$ cat src/rtl/hud_number_renderer.sv
// hud_number_renderer: per-frame binary-to-BCD conversion of a HUD value and 3x5 font rendering of five digits.
// Latency: conversion 15 cycles from an accepted frame_start; pixel colour registered, 1 cycle after request.
// Backpressure: none; frame_start while busy is dropped, pixel requests are answered every cycle.
//
// Ports:
//   clk, resetN              clock, asynchronous active-low reset
//   frame_start, value       one-cycle frame pulse and the 14-bit value sampled on it
//   requested_x/requested_y  pixel being drawn by the VGA timing chain
//   output_color             registered pixel colour (MASK_VALUE = transparent)
//   busy                     conversion in progress
//   shown_bcd                digits currently on screen, [19:16] = ten-thousands
module hud_number_renderer #(
    parameter logic [10:0] X0         = 11'd549,
    parameter logic [10:0] Y0         = 11'd85,
    parameter int          SCALE      = 4,
    parameter logic [7:0]  FG_COLOR   = 8'hff,
    parameter logic [7:0]  MASK_VALUE = 8'h62,
    parameter bit          LEAD_BLANK = 1'b1
) (
    input  logic        clk,
    input  logic        resetN,
    input  logic        frame_start,
    input  logic [13:0] value,
    input  logic [0:10] requested_x,
    input  logic [0:10] requested_y,
    output logic [7:0]  output_color,
    output logic        busy,
    output logic [19:0] shown_bcd
);

    localparam int          SHIFT    = $clog2(SCALE);
    localparam logic [11:0] REGION_W = 12'(20 * SCALE);
    localparam logic [11:0] REGION_H = 12'(5 * SCALE);

    typedef enum logic [1:0] {
        S_IDLE    = 2'd0,
        S_CONVERT = 2'd1,
        S_COMMIT  = 2'd2
    } state_t;

    state_t      r_state;
    logic [13:0] r_bin;
    logic [19:0] r_bcd;
    logic [3:0]  r_step;
    logic        r_busy;
    logic [19:0] r_shown;
    logic [7:0]  r_color;

    // ------------------------------------------------------------------
    // Double-dabble engine
    // ------------------------------------------------------------------
    logic [19:0] w_bcd_adj;

    // Correct every nibble >= 5 before the shift so it carries as decimal.
    always_comb begin
        w_bcd_adj = r_bcd;
        for (int k = 0; k < 5; k++) begin
            if (r_bcd[4*k +: 4] >= 4'd5) begin
                w_bcd_adj[4*k +: 4] = r_bcd[4*k +: 4] + 4'd3;
            end
        end
    end

    always_ff @(posedge clk or negedge resetN) begin
        if (!resetN) begin
            r_state <= S_IDLE;
            r_bin   <= '0;
            r_bcd   <= '0;
            r_step  <= '0;
            r_busy  <= 1'b0;
            r_shown <= '0;
        end else begin
            case (r_state)
                S_IDLE: begin
                    if (frame_start) begin
                        r_bin   <= value;
                        r_bcd   <= '0;
                        r_step  <= '0;
                        r_busy  <= 1'b1;
                        r_state <= S_CONVERT;
                    end
                end
                S_CONVERT: begin
                    {r_bcd, r_bin} <= {w_bcd_adj, r_bin} << 1;
                    r_step         <= r_step + 4'd1;
                    if (r_step == 4'd13) begin
                        r_state <= S_COMMIT;
                    end
                end
                S_COMMIT: begin
                    // Single-cycle publish: the display only ever sees complete results.
                    r_shown <= r_bcd;
                    r_busy  <= 1'b0;
                    r_state <= S_IDLE;
                end
                default: begin
                    r_state <= S_IDLE;
                    r_busy  <= 1'b0;
                end
            endcase
        end
    end

    // ------------------------------------------------------------------
    // Pixel lookup
    // ------------------------------------------------------------------
    function automatic logic [2:0] font_row(input logic [3:0] digit, input logic [2:0] row);
        logic [14:0] glyph;
        logic [2:0]  bits;
        // Five rows of three bits, top row in the most significant triplet.
        case (digit)
            4'd0:    glyph = 15'o75557;
            4'd1:    glyph = 15'o26227;
            4'd2:    glyph = 15'o71747;
            4'd3:    glyph = 15'o71717;
            4'd4:    glyph = 15'o55711;
            4'd5:    glyph = 15'o74717;
            4'd6:    glyph = 15'o74757;
            4'd7:    glyph = 15'o71111;
            4'd8:    glyph = 15'o75757;
            4'd9:    glyph = 15'o75717;
            default: glyph = 15'o00000;   // codes 10..15 render blank
        endcase
        case (row)
            3'd0:    bits = glyph[14:12];
            3'd1:    bits = glyph[11:9];
            3'd2:    bits = glyph[8:6];
            3'd3:    bits = glyph[5:3];
            3'd4:    bits = glyph[2:0];
            default: bits = 3'b000;
        endcase
        return bits;
    endfunction

    logic [11:0] w_x12;
    logic [11:0] w_y12;
    logic        w_in_region;
    logic [10:0] w_rx;
    logic [10:0] w_ry;
    logic [2:0]  w_digit;
    logic [1:0]  w_col;
    logic [2:0]  w_row;
    logic [3:0]  w_nibble;
    logic [4:0]  w_lead_zero;
    logic        w_blank;
    logic [2:0]  w_row_bits;
    logic        w_lit;

    // 12-bit compares so X0 + width cannot wrap.
    assign w_x12       = {1'b0, requested_x};
    assign w_y12       = {1'b0, requested_y};
    assign w_in_region = (w_x12 >= {1'b0, X0}) && (w_x12 < ({1'b0, X0} + REGION_W)) &&
                         (w_y12 >= {1'b0, Y0}) && (w_y12 < ({1'b0, Y0} + REGION_H));

    assign w_rx    = requested_x - X0;
    assign w_ry    = requested_y - Y0;
    assign w_digit = 3'(w_rx >> (SHIFT + 2));
    assign w_col   = 2'(w_rx >> SHIFT);
    assign w_row   = 3'(w_ry >> SHIFT);

    always_comb begin
        case (w_digit)
            3'd0:    w_nibble = r_shown[19:16];
            3'd1:    w_nibble = r_shown[15:12];
            3'd2:    w_nibble = r_shown[11:8];
            3'd3:    w_nibble = r_shown[7:4];
            3'd4:    w_nibble = r_shown[3:0];
            default: w_nibble = 4'hf;
        endcase
    end

    // w_lead_zero[k]: digits 0..k (counted from the left) are all zero.
    always_comb begin
        w_lead_zero[0] = (r_shown[19:16] == 4'd0);
        for (int k = 1; k < 5; k++) begin
            w_lead_zero[k] = w_lead_zero[k-1] && (r_shown[19 - 4*k -: 4] == 4'd0);
        end
    end

    assign w_blank    = LEAD_BLANK && (w_digit < 3'd4) && w_lead_zero[w_digit];
    assign w_row_bits = font_row(w_nibble, w_row);

    always_comb begin
        case (w_col)
            2'd0:    w_lit = w_row_bits[2];
            2'd1:    w_lit = w_row_bits[1];
            2'd2:    w_lit = w_row_bits[0];
            default: w_lit = 1'b0;   // spacer column
        endcase
    end

    always_ff @(posedge clk or negedge resetN) begin
        if (!resetN) begin
            r_color <= MASK_VALUE;
        end else if (w_in_region && !w_blank && w_lit) begin
            r_color <= FG_COLOR;
        end else begin
            r_color <= MASK_VALUE;
        end
    end

    assign output_color = r_color;
    assign busy         = r_busy;
    assign shown_bcd    = r_shown;

endmodule

$ cat config.mk
export PLATFORM = sky130hd
export DESIGN_NAME = hud_number_renderer
export DESIGN_NICKNAME = d
export VERILOG_FILES = /design/src/rtl/hud_number_renderer.sv
export SDC_FILE = /design/constraint.sdc
export NUM_CORES = 1
export LEC_CHECK = 0
export BUFFER_PORTS_ARGS = -buffer_cell sky130_fd_sc_hd__buf_2
export CAP_MARGIN = 20
export CORE_ASPECT_RATIO = 1.1
export CORE_MARGIN = 4
export CORE_UTILIZATION = 25
export DETAILED_ROUTE_END_ITERATION = 8
export GPL_TIMING_DRIVEN = 0
export PLACE_DENSITY = 0.39
export RECOVER_POWER = 25
export SLEW_MARGIN = 20
export SYNTH_ARGS = -nofsm -noshare
export SYNTH_HDL_FRONTEND = slang
export SYNTH_SLANG_ARGS = --single-unit
$ cat constraint.sdc
create_clock -name clk -period 3.42 [get_ports clk]
set_input_delay 0.342 -clock clk [delete_from_list [all_inputs] [get_ports clk]]
set_output_delay 0.342 -clock clk [all_outputs]
set_load 0.03 [all_outputs]
==> flow_summary.json, run 1 <==
{
  "status": "finished clean",
  "die_w_um": 132,
  "fin_skew_ps": 4.22,
  "drt-total-wl_um": 13100,
  "rsz0062_at_grt": "false",
  "htreeDepth": 3,
  "antenna_found_initial": 0,
  "grt_max_degree": 52,
  "ys_warn_count": 0,
  "grt_pass1_wl_um": 21600,
  "async_flop_share": 1.00,
  "portBuffers": 61,
  "ant_nets": 0,
  "avgRoutedWirePerCell_um": 17.4,
  "clockBufferDepth": 2,
  "holdWs_ps": 307,
  "start_util": 0.257,
  "cts.sinks": 62,
  "cts_tree": "yes",
  "crit_path_end_kind": "register",
  "firstDrtPassIters": 5,
  "slew_headroom": 0.112,
  "crit_arrival_ps": 3200,
  "dr.first_iter.drc_count": 287,
  "hold_class": "primary input to register",
  "fin_crit_ps": 2970,
  "cts_buffers": 9,
  "final_cells": 750,
  "final.period_utilization": 0.870,
  "antenna_cells": 0,
  "synth.yosys.seq_area_share": 0.366,
  "track_usage": 0.141,
  "core_mm2": 0.0165,
  "syn_area_mm2": 0.00424,
  "ys_top_cells_by_count": "dfrtp_1 (62), o21ai_0 (45), a21oi_1 (40)",
  "num_io_pins": 68,
  "die_h_um": 145,
  "clk_pin_slew_ps": 50,
  "path_class": "primary input to register",
  "synth-edff-count": 0,
  "area_growth_syn_to_layout_pct": 20.9,
  "slew_viol_final": 0,
  "max-vdd-ir-drop_v": 0.000281,
  "final-hold-violation-count": 0,
  "max_clock_freq_mhz": 336,
  "viasPerCell": 5.13,
  "synth_most_common_cell": "dfrtp_1",
  "die-area_mm2": 0.0191,
  "synth_top_area_frac": 0.366,
  "synth_cell_types": 74,
  "place_inst": 734,
  "grt-ovfl-total": 0,
  "postCtsSetupRepairBufs": 0,
  "grt_pass1_vias": 3914,
  "rows": 49,
  "routed-via-count": 3848,
  "cap_viol_max_count": 0,
  "powerDensity_mw_per_mm2": 771,
  "fillers": 1743,
  "synth.avg_cell_area_um2": 9.09,
  "clockRootBuffer": "clkbuf_16",
  "gp_congestion": 0.832,
  "netlist_instances": 466,
  "max_slew.worst_pin.slew_ps": 1330,
  "setup_viol": 0,
  "synth_area_leaders": "dfrtp_1 (37%), ha_1 (5.3%), o21ai_0 (5.3%)",
  "drc": 0,
  "cp-start-kind": "primary input",
  "synth_seq_cells": 62,
  "fin_nets": 599,
  "synth.largest_area_cell": "dfrtp_1",
  "cp.required_ps": 3640,
  "dpl.hpwl_um": 9630,
  "leakage_uw": 0.00222,
  "ys.flop_type": "dfrtp_1",
  "worst-path-max-fanout": 8,
  "insertion_delay_ps": 320,
  "drive_gt1_frac": 0.245
}
-- registers in the layout, summed over array words and instances, names as in the netlist --
name	count
r_bcd	20
shown_bcd	20
output_color	1
busy	1
r_bin	14
r_state	2
r_step	4
-- repair_timing --
item	4_1_cts	5_1_grt
setup endpoints to repair	0	1
resized for setup	0	4
hold buffers	1	0
endpoints found under the hold margin	11	0
-- worst paths after layout --
check	startpoint	end	slack, ps	depth (start not counted)
worst max-delay path	requested_x[9]	output_color[4]	450	14
worst min-delay path	value[4]	r_bin[4]	310	3
max in group asynchronous	resetN	r_bin[9]	1120	3
worst max register to register	shown_bcd[0]	output_color[4]	620	11
worst min register to register	r_bin[0]	r_bin[0]	510	2
min in group asynchronous	resetN	shown_bcd[17]	560	2
-- cell usage in the layout, fill, tap and decap left out, types with 5 or more instances in the layout --
cell | synthesis | layout
buf_2 | 4 | 64
dfrtp_1 | 62 | 62
o21ai_0 | 45 | 45
a21oi_1 | 40 | 40
nand2_1 | 34 | 33
nor2_1 | 26 | 26
inv_1 | 18 | 18
ha_1 | 18 | 18
a22oi_1 | 15 | 15
clkbuf_1 | 12 | 15
nor2b_1 | 15 | 15
mux2_2 | 11 | 11
nand2b_1 | 11 | 11
buf_4 | 10 | 10
clkbuf_16 | 0 | 9
nor3_1 | 8 | 8
o22ai_1 | 8 | 8
nand3b_1 | 7 | 7
o31ai_1 | 7 | 7
a31oi_1 | 6 | 6
xnor2_1 | 6 | 6
o2111ai_1 | 6 | 6
nand3_1 | 5 | 5
o32ai_1 | 5 | 5
a32o_1 | 5 | 5
-- critical path: stages --
cell and delay [ps]:
buf_2 130, o21ai_4 270, nand2_2 160, maj3_1 370, a221oi_1 300, a22oi_1 150
a21o_1 220, ha_1 230, nand4b_1 210, a2111oi_2 230, o21ai_0 120, nand4_1 130
o32ai_1 110, a211oi_1 230
-- power by group --
part,internal (uW),switching [uW],total (uW)
combinational,676,1040,1720
sequential,1020,334,1360
clock,566,309,875
total,2260,1690,3950
-- cell type report --
| cell class | instances | area [um^2] | area share |
|---|---|---|---|
| tap | 204 | 255 | 0.0498 |
| timing repair buffer | 63 | 319 | 0.0623 |
| inverter | 19 | 71.3 | 0.0139 |
| sequential | 62 | 1550 | 0.303 |
| clock buffer | 15 | 288 | 0.0562 |
| multi-input combinational | 356 | 2440 | 0.477 |
| buffer | 31 | 193 | 0.0376 |
-- cells by family (layout without fill, tap and decap cells) --
kind of cell,Yosys count,after routing,synth area share
xor gates and xnor gates,10,10,0.0207
and+or+nand+nor,133,133,0.168
buffers and inverters,50,128,0.0623
other,1,3,0.000885
AOI/OAI and AO/OA,175,175,0.285
adders and majority gates,21,21,0.0602
muxes,14,14,0.0363
DFF,62,62,0.366
-- metrics by stage --
| stage | instance area (um^2) | util | total power [uW] | setup TNS [ps] | worst slack (ps) |
|---|---|---|---|---|---|
| 2_1_floorplan | 4240 | - | 2530 | 0 | 549 |
| 3_3_place_gp | 4800 | 0.291 | 3080 | -241 | -241 |
| 3_5_place_dp | 4830 | 0.293 | 3100 | -198 | -198 |
| 4_1_cts | 5130 | 0.311 | 3990 | 0 | 126 |
| 5_1_grt | 5120 | 0.311 | 4280 | 0 | 90.1 |
| 6_report | 5120 | 0.311 | 3950 | 0 | 445 |
-- layer usage --
layer,track usage,part of all wire,vias to the layer above
met3,0.0205,0.041,13
li1,-,-,1865
met4,0.0392,0.011,0
met5,0,0,-
met1,0.183,0.44,1872
met2,0.246,0.50,98
Note: power is estimated with default switching activity, not from simulation.
==> inputs of run 2 (changes only) <==
==> constraint.sdc (replaced) <==
create_clock -name clk -period 3.42 [get_ports clk]
set_input_delay 0 -clock clk [delete_from_list [all_inputs] [get_ports clk]]
set_output_delay 0 -clock clk [all_outputs]
set_load 0.03 [all_outputs]
==> flow_summary.json, run 2 (same netlist as run 1, synthesis figures left out) <==
{
  "status": "finished clean",
  "avgRoutedWirePerCell_um": 17.2,
  "grtUsageMet1": 0.185,
  "area_growth_syn_to_layout_pct": 23.8,
  "postCtsSetupRepairBufs": 0,
  "die_h_um": 145,
  "grt_pass1_wl_um": 21900,
  "powerDensity_mw_per_mm2": 756,
  "clockBufferDepth": 2,
  "crit_arrival_ps": 3120,
  "antenna_cells": 0,
  "grt_max_degree": 52,
  "core_mm2": 0.0165,
  "final.period_utilization": 0.848,
  "antenna_found_initial": 0,
  "cts_buffers": 9,
  "cp-start-kind": "register",
  "final_common_cell": "buf_2",
  "grt_use_met2": 0.249,
  "firstDrtPassIters": 4,
  "cp-startpoint": "shown_bcd[0]",
  "cpPeakStageDelay_ps": 440,
  "hold_class": "primary input to register",
  "rows": 49,
  "final_cell_mix": "buf_2 (64), dfrtp_1 (62), o21ai_0 (45)",
  "timing.setup.tns_ps": 0,
  "cts.sinks": 62,
  "insertion_delay_ps": 320,
  "drt-total-wl_um": 13200,
  "fin_nets": 613,
  "clk_pin_slew_ps": 50,
  "cp.required_ps": 3640,
  "start_util": 0.257,
  "gp_congestion": 0.832,
  "max_clock_freq_mhz": 345,
  "viasPerCell": 5.12,
  "clockRootBuffer": "clkbuf_16",
  "cp-endpoint": "output_color[4]",
  "slew_viol_final": 0,
  "num_io_pins": 68,
  "met3_usage": 0.0209,
  "max-vdd-ir-drop_v": 0.000281,
  "drive_gt1_frac": 0.236,
  "min_from": "requested_y[0]",
  "cts_tree": "yes",
  "cap_viol_max_count": 0,
  "portBuffers": 61,
  "routed-via-count": 3915,
  "leakage_uw": 0.00227,
  "cp_cell_sequence": "maj3_1, a221oi_1, a22oi_1, a21o_1, ha_1, nand4b_1, a2111oi_0, o21ai_0, nand4_1, o32ai_1, a211oi_1",
  "grt_pass1_vias": 3977,
  "worst-r2r-setup-slack_ps": 520,
  "max_slew.worst_pin.slew_ps": 1330,
  "fin_skew_ps": 3.90,
  "worst-path-max-fanout": 3,
  "path_class": "register to register",
  "dpl.hpwl_um": 9630,
  "die-area_mm2": 0.0191,
  "r2r_cells": 11,
  "drc": 0,
  "r2r-end": "output_color[4]",
  "fin_crit_ps": 2900,
  "crit_slowest_cell": "dfrtp_1",
  "busiest_layer": "met2",
  "layout_setup_ws_ps": 520,
  "htreeDepth": 3,
  "track_usage": 0.142,
  "slew_headroom": 0.111,
  "placement.cell_area_mm2": 0.00483,
  "grt-ovfl-total": 0,
  "rsz0062_at_grt": "false",
  "crit_path_end_kind": "register",
  "die_w_um": 132,
  "place_ws_ps": 144,
  "ctsResizeCount": 0,
  "ant_nets": 0,
  "r2r_start": "shown_bcd[0]",
  "dr.first_iter.drc_count": 275,
  "setup_viol": 0,
  "hold_buffers": 15,
  "design_area_mm2": 0.00525,
  "final-hold-violation-count": 0
}
run 2: critical path, delay by kind of cell, from the launching register on:
family / cells / cell delay [ps]
AND/OR/NAND/NOR: 2 / 320
AO/OA/AOI/OAI: 7 / 1480
flip-flops: 1 / 440
adder cells (fa/ha/maj): 2 / 570
run 2: area by class of cell:
cell class                 count  area (um^2)
sequential                    62         1550
buffer                        31          193
tap                          204          255
inverter                      19         71.3
clock buffer                  15          288
fill                        1734        11200
multi-input combinational    356         2430
timing repair buffer          77          459
run 2: through the flow:
stage               hold slack (ps)  utilization  cells  total power (uW)
detailed placement             -137        0.293    734              3100
CTS                            63.6        0.320    764              4010
global placement                282        0.291    733              3080
finish                          110        0.318    764              3960
floorplan                      -296            -    468              2530
global route                    166        0.318    764              4290
run 2: power by group:
part | total, uW | internal, uW | switching (uW)
clock network | 878 | 566 | 311
logic | 1730 | 685 | 1040
registers | 1360 | 1020 | 337
run 2: worst min path at each step:
stage | endpoint | slack, ps | cells past startpoint
3_5_place_dp | r_bcd[10] | -140 | 1
4_1_cts | shown_bcd[17] | 60 | 2
5_1_grt | r_bin[3] | 170 | 4
6_report | output_color[4] | 110 | 5
2_1_floorplan | busy | -300 | 0
3_3_place_gp | r_bin[4] | 280 | 3
run 2: routing by layer:
metal / up-vias / routed length (um)
met1: 1924 / 5840
met3: 14 / 501
li1: 1894 / -
met2: 83 / 6680
met4: 0 / 141
met5: - / 0
==> inputs of run 3 (changes only) <==
Clock period 3.42 ns to 2.8 ns, I/O delays scaled along.
==> flow_summary.json, run 3 (same netlist as run 1, synthesis figures left out) <==
{
  "rows": 49,
  "clockBufferDepth": 2,
  "cpPeakStageDelay_ps": 400,
  "hold_class": "primary input to register",
  "whs_path_depth": 5,
  "final_common_cell": "buf_2",
  "max_clock_freq_mhz": 362,
  "die_w_um": 132,
  "min_from": "requested_y[0]",
  "final-hold-violation-count": 0,
  "cts_tree": "yes",
  "routed-via-count": 3909,
  "cp-start-kind": "register",
  "die_h_um": 145,
  "place_ws_ps": -476,
  "slew_viol_final": 0,
  "ant_nets": 0,
  "dr.first_iter.drc_count": 280,
  "antenna_cells": 0,
  "cp-startpoint": "shown_bcd[0]",
  "max_slew.worst_pin.slew_ps": 1340,
  "slew_headroom": 0.110,
  "fin_skew_ps": 3.43,
  "portBuffers": 61,
  "r2r_cells": 11,
  "grt-ovfl-total": 0,
  "hold-path-endpoint": "output_color[4]",
  "crit_arrival_ps": 3000,
  "gp_congestion": 0.832,
  "cts.sinks": 62,
  "grt_max_degree": 52,
  "final_cell_mix": "buf_2 (64), dfrtp_1 (61), o21ai_0 (44)",
  "r2r-end": "output_color[4]",
  "drt-total-wl_um": 13200,
  "rsz0062_at_grt": "true",
  "antenna_found_initial": 0,
  "final_cells": 768,
  "place_inst": 734,
  "status": "finished clean",
  "cap_viol_max_count": 0,
  "crit_path_end_kind": "register",
  "worst-r2r-setup-slack_ps": 30,
  "cpLargestDelayFamily": "compound AO/OA/AOI/OAI gates",
  "area_growth_syn_to_layout_pct": 26.0,
  "fin_crit_ps": 2770,
  "worst-path-max-fanout": 3,
  "cts_buffers": 9,
  "htreeDepth": 3,
  "track_usage": 0.143,
  "clk_pin_slew_ps": 50,
  "cp.required_ps": 3040,
  "fin_nets": 617,
  "crit_slowest_cell": "dfrtp_2",
  "drive_gt1_frac": 0.259,
  "setup_viol": 0,
  "cp_cell_sequence": "maj3_2, a221oi_2, a22oi_2, a21o_1, ha_2, nand4b_1, a2111oi_4, o21ai_1, nand4_1, o32ai_2, a211oi_2",
  "path_class": "register to register",
  "start_util": 0.257,
  "dpl.hpwl_um": 9630,
  "core_mm2": 0.0165,
  "die-area_mm2": 0.0191,
  "leakage_uw": 0.00230,
  "viasPerCell": 5.09,
  "firstDrtPassIters": 4,
  "critPathBufInv": 0,
  "num_io_pins": 68,
  "clockRootBuffer": "clkbuf_16",
  "insertion_delay_ps": 320,
  "final.period_utilization": 0.988,
  "r2r_start": "shown_bcd[0]",
  "grt_pass1_vias": 3988,
  "drc": 0,
  "layout_setup_ws_ps": 34.9,
  "powerDensity_mw_per_mm2": 914,
  "avgRoutedWirePerCell_um": 17.2,
  "max-vdd-ir-drop_v": 0.000346,
  "grt_pass1_wl_um": 21900
}
-- run 3: cell types whose count changed in the layout (fill, tap and decap cells not counted), sizes merged --
cell,previous run,this run
buf,79,83
-- run 3: report_power, final --
part           total [uW]  leakage [uW]  switching (uW)  internal, uW
clock network        1070      0.000142             381           692
logic                2150       0.00134            1290           858
registers            1660      0.000815             410          1250
-- run 3: worst max path at each step --
| stage | slack, ps | endpoint | depth (start not counted) |
|---|---|---|---|
| 3_3_place_gp | -520 | output_color[4] | 14 |
| 5_1_grt | -130 | output_color[4] | 11 |
| 3_5_place_dp | -480 | output_color[4] | 14 |
| 4_1_cts | 7 | output_color[4] | 11 |
| 6_report | 30 | output_color[4] | 11 |
| 2_1_floorplan | 230 | output_color[4] | 11 |
-- run 3: layer usage --
layer	vias to the layer above	wire length, um	track usage
li1	1904	-	-
met1	1918	5970	0.185
met2	72	6590	0.248
met3	15	444	0.0209
met4	0	190	0.0420
met5	-	0	0
-- run 3: area by class of cell --
class                      count  area (um^2)
timing repair buffer          81          489
tap                          204          255
multi-input combinational    356         2490
buffer                        31          193
inverter                      19         71.3
fill                        1729        11200
sequential                    62         1550
clock buffer                  15          288
-- run 3: tightest hold or removal path, cell delays in order --
cell      delay [ps]
buf_2             80
nor3_1            30
nand3_1           90
or3_1            150
a211oi_2          40
-- run 3: repair_timing --
item	4_1_cts	5_1_grt
gates resized for setup	6	8
pin swaps	2	7
endpoints found under the setup margin	1	1
hold buffers	15	0
buffers inserted	2	2
endpoints found under the hold margin	76	0
-- run 3: per-stage QoR --
| stage | util | hold WS, ps | cell area (um^2) | power, uW | TNS, ps |
|---|---|---|---|---|---|
| after detailed placement | 0.293 | -137 | 4830 | 3780 | -476 |
| after floorplan | - | -296 | 4240 | 3090 | 0 |
| final | 0.324 | 115 | 5340 | 4880 | 0 |
| after CTS | 0.322 | 63.6 | 5310 | 4910 | 0 |
| after global placement | 0.291 | 282 | 4800 | 3760 | -519 |
| after global routing | 0.324 | 166 | 5340 | 5280 | -126 |
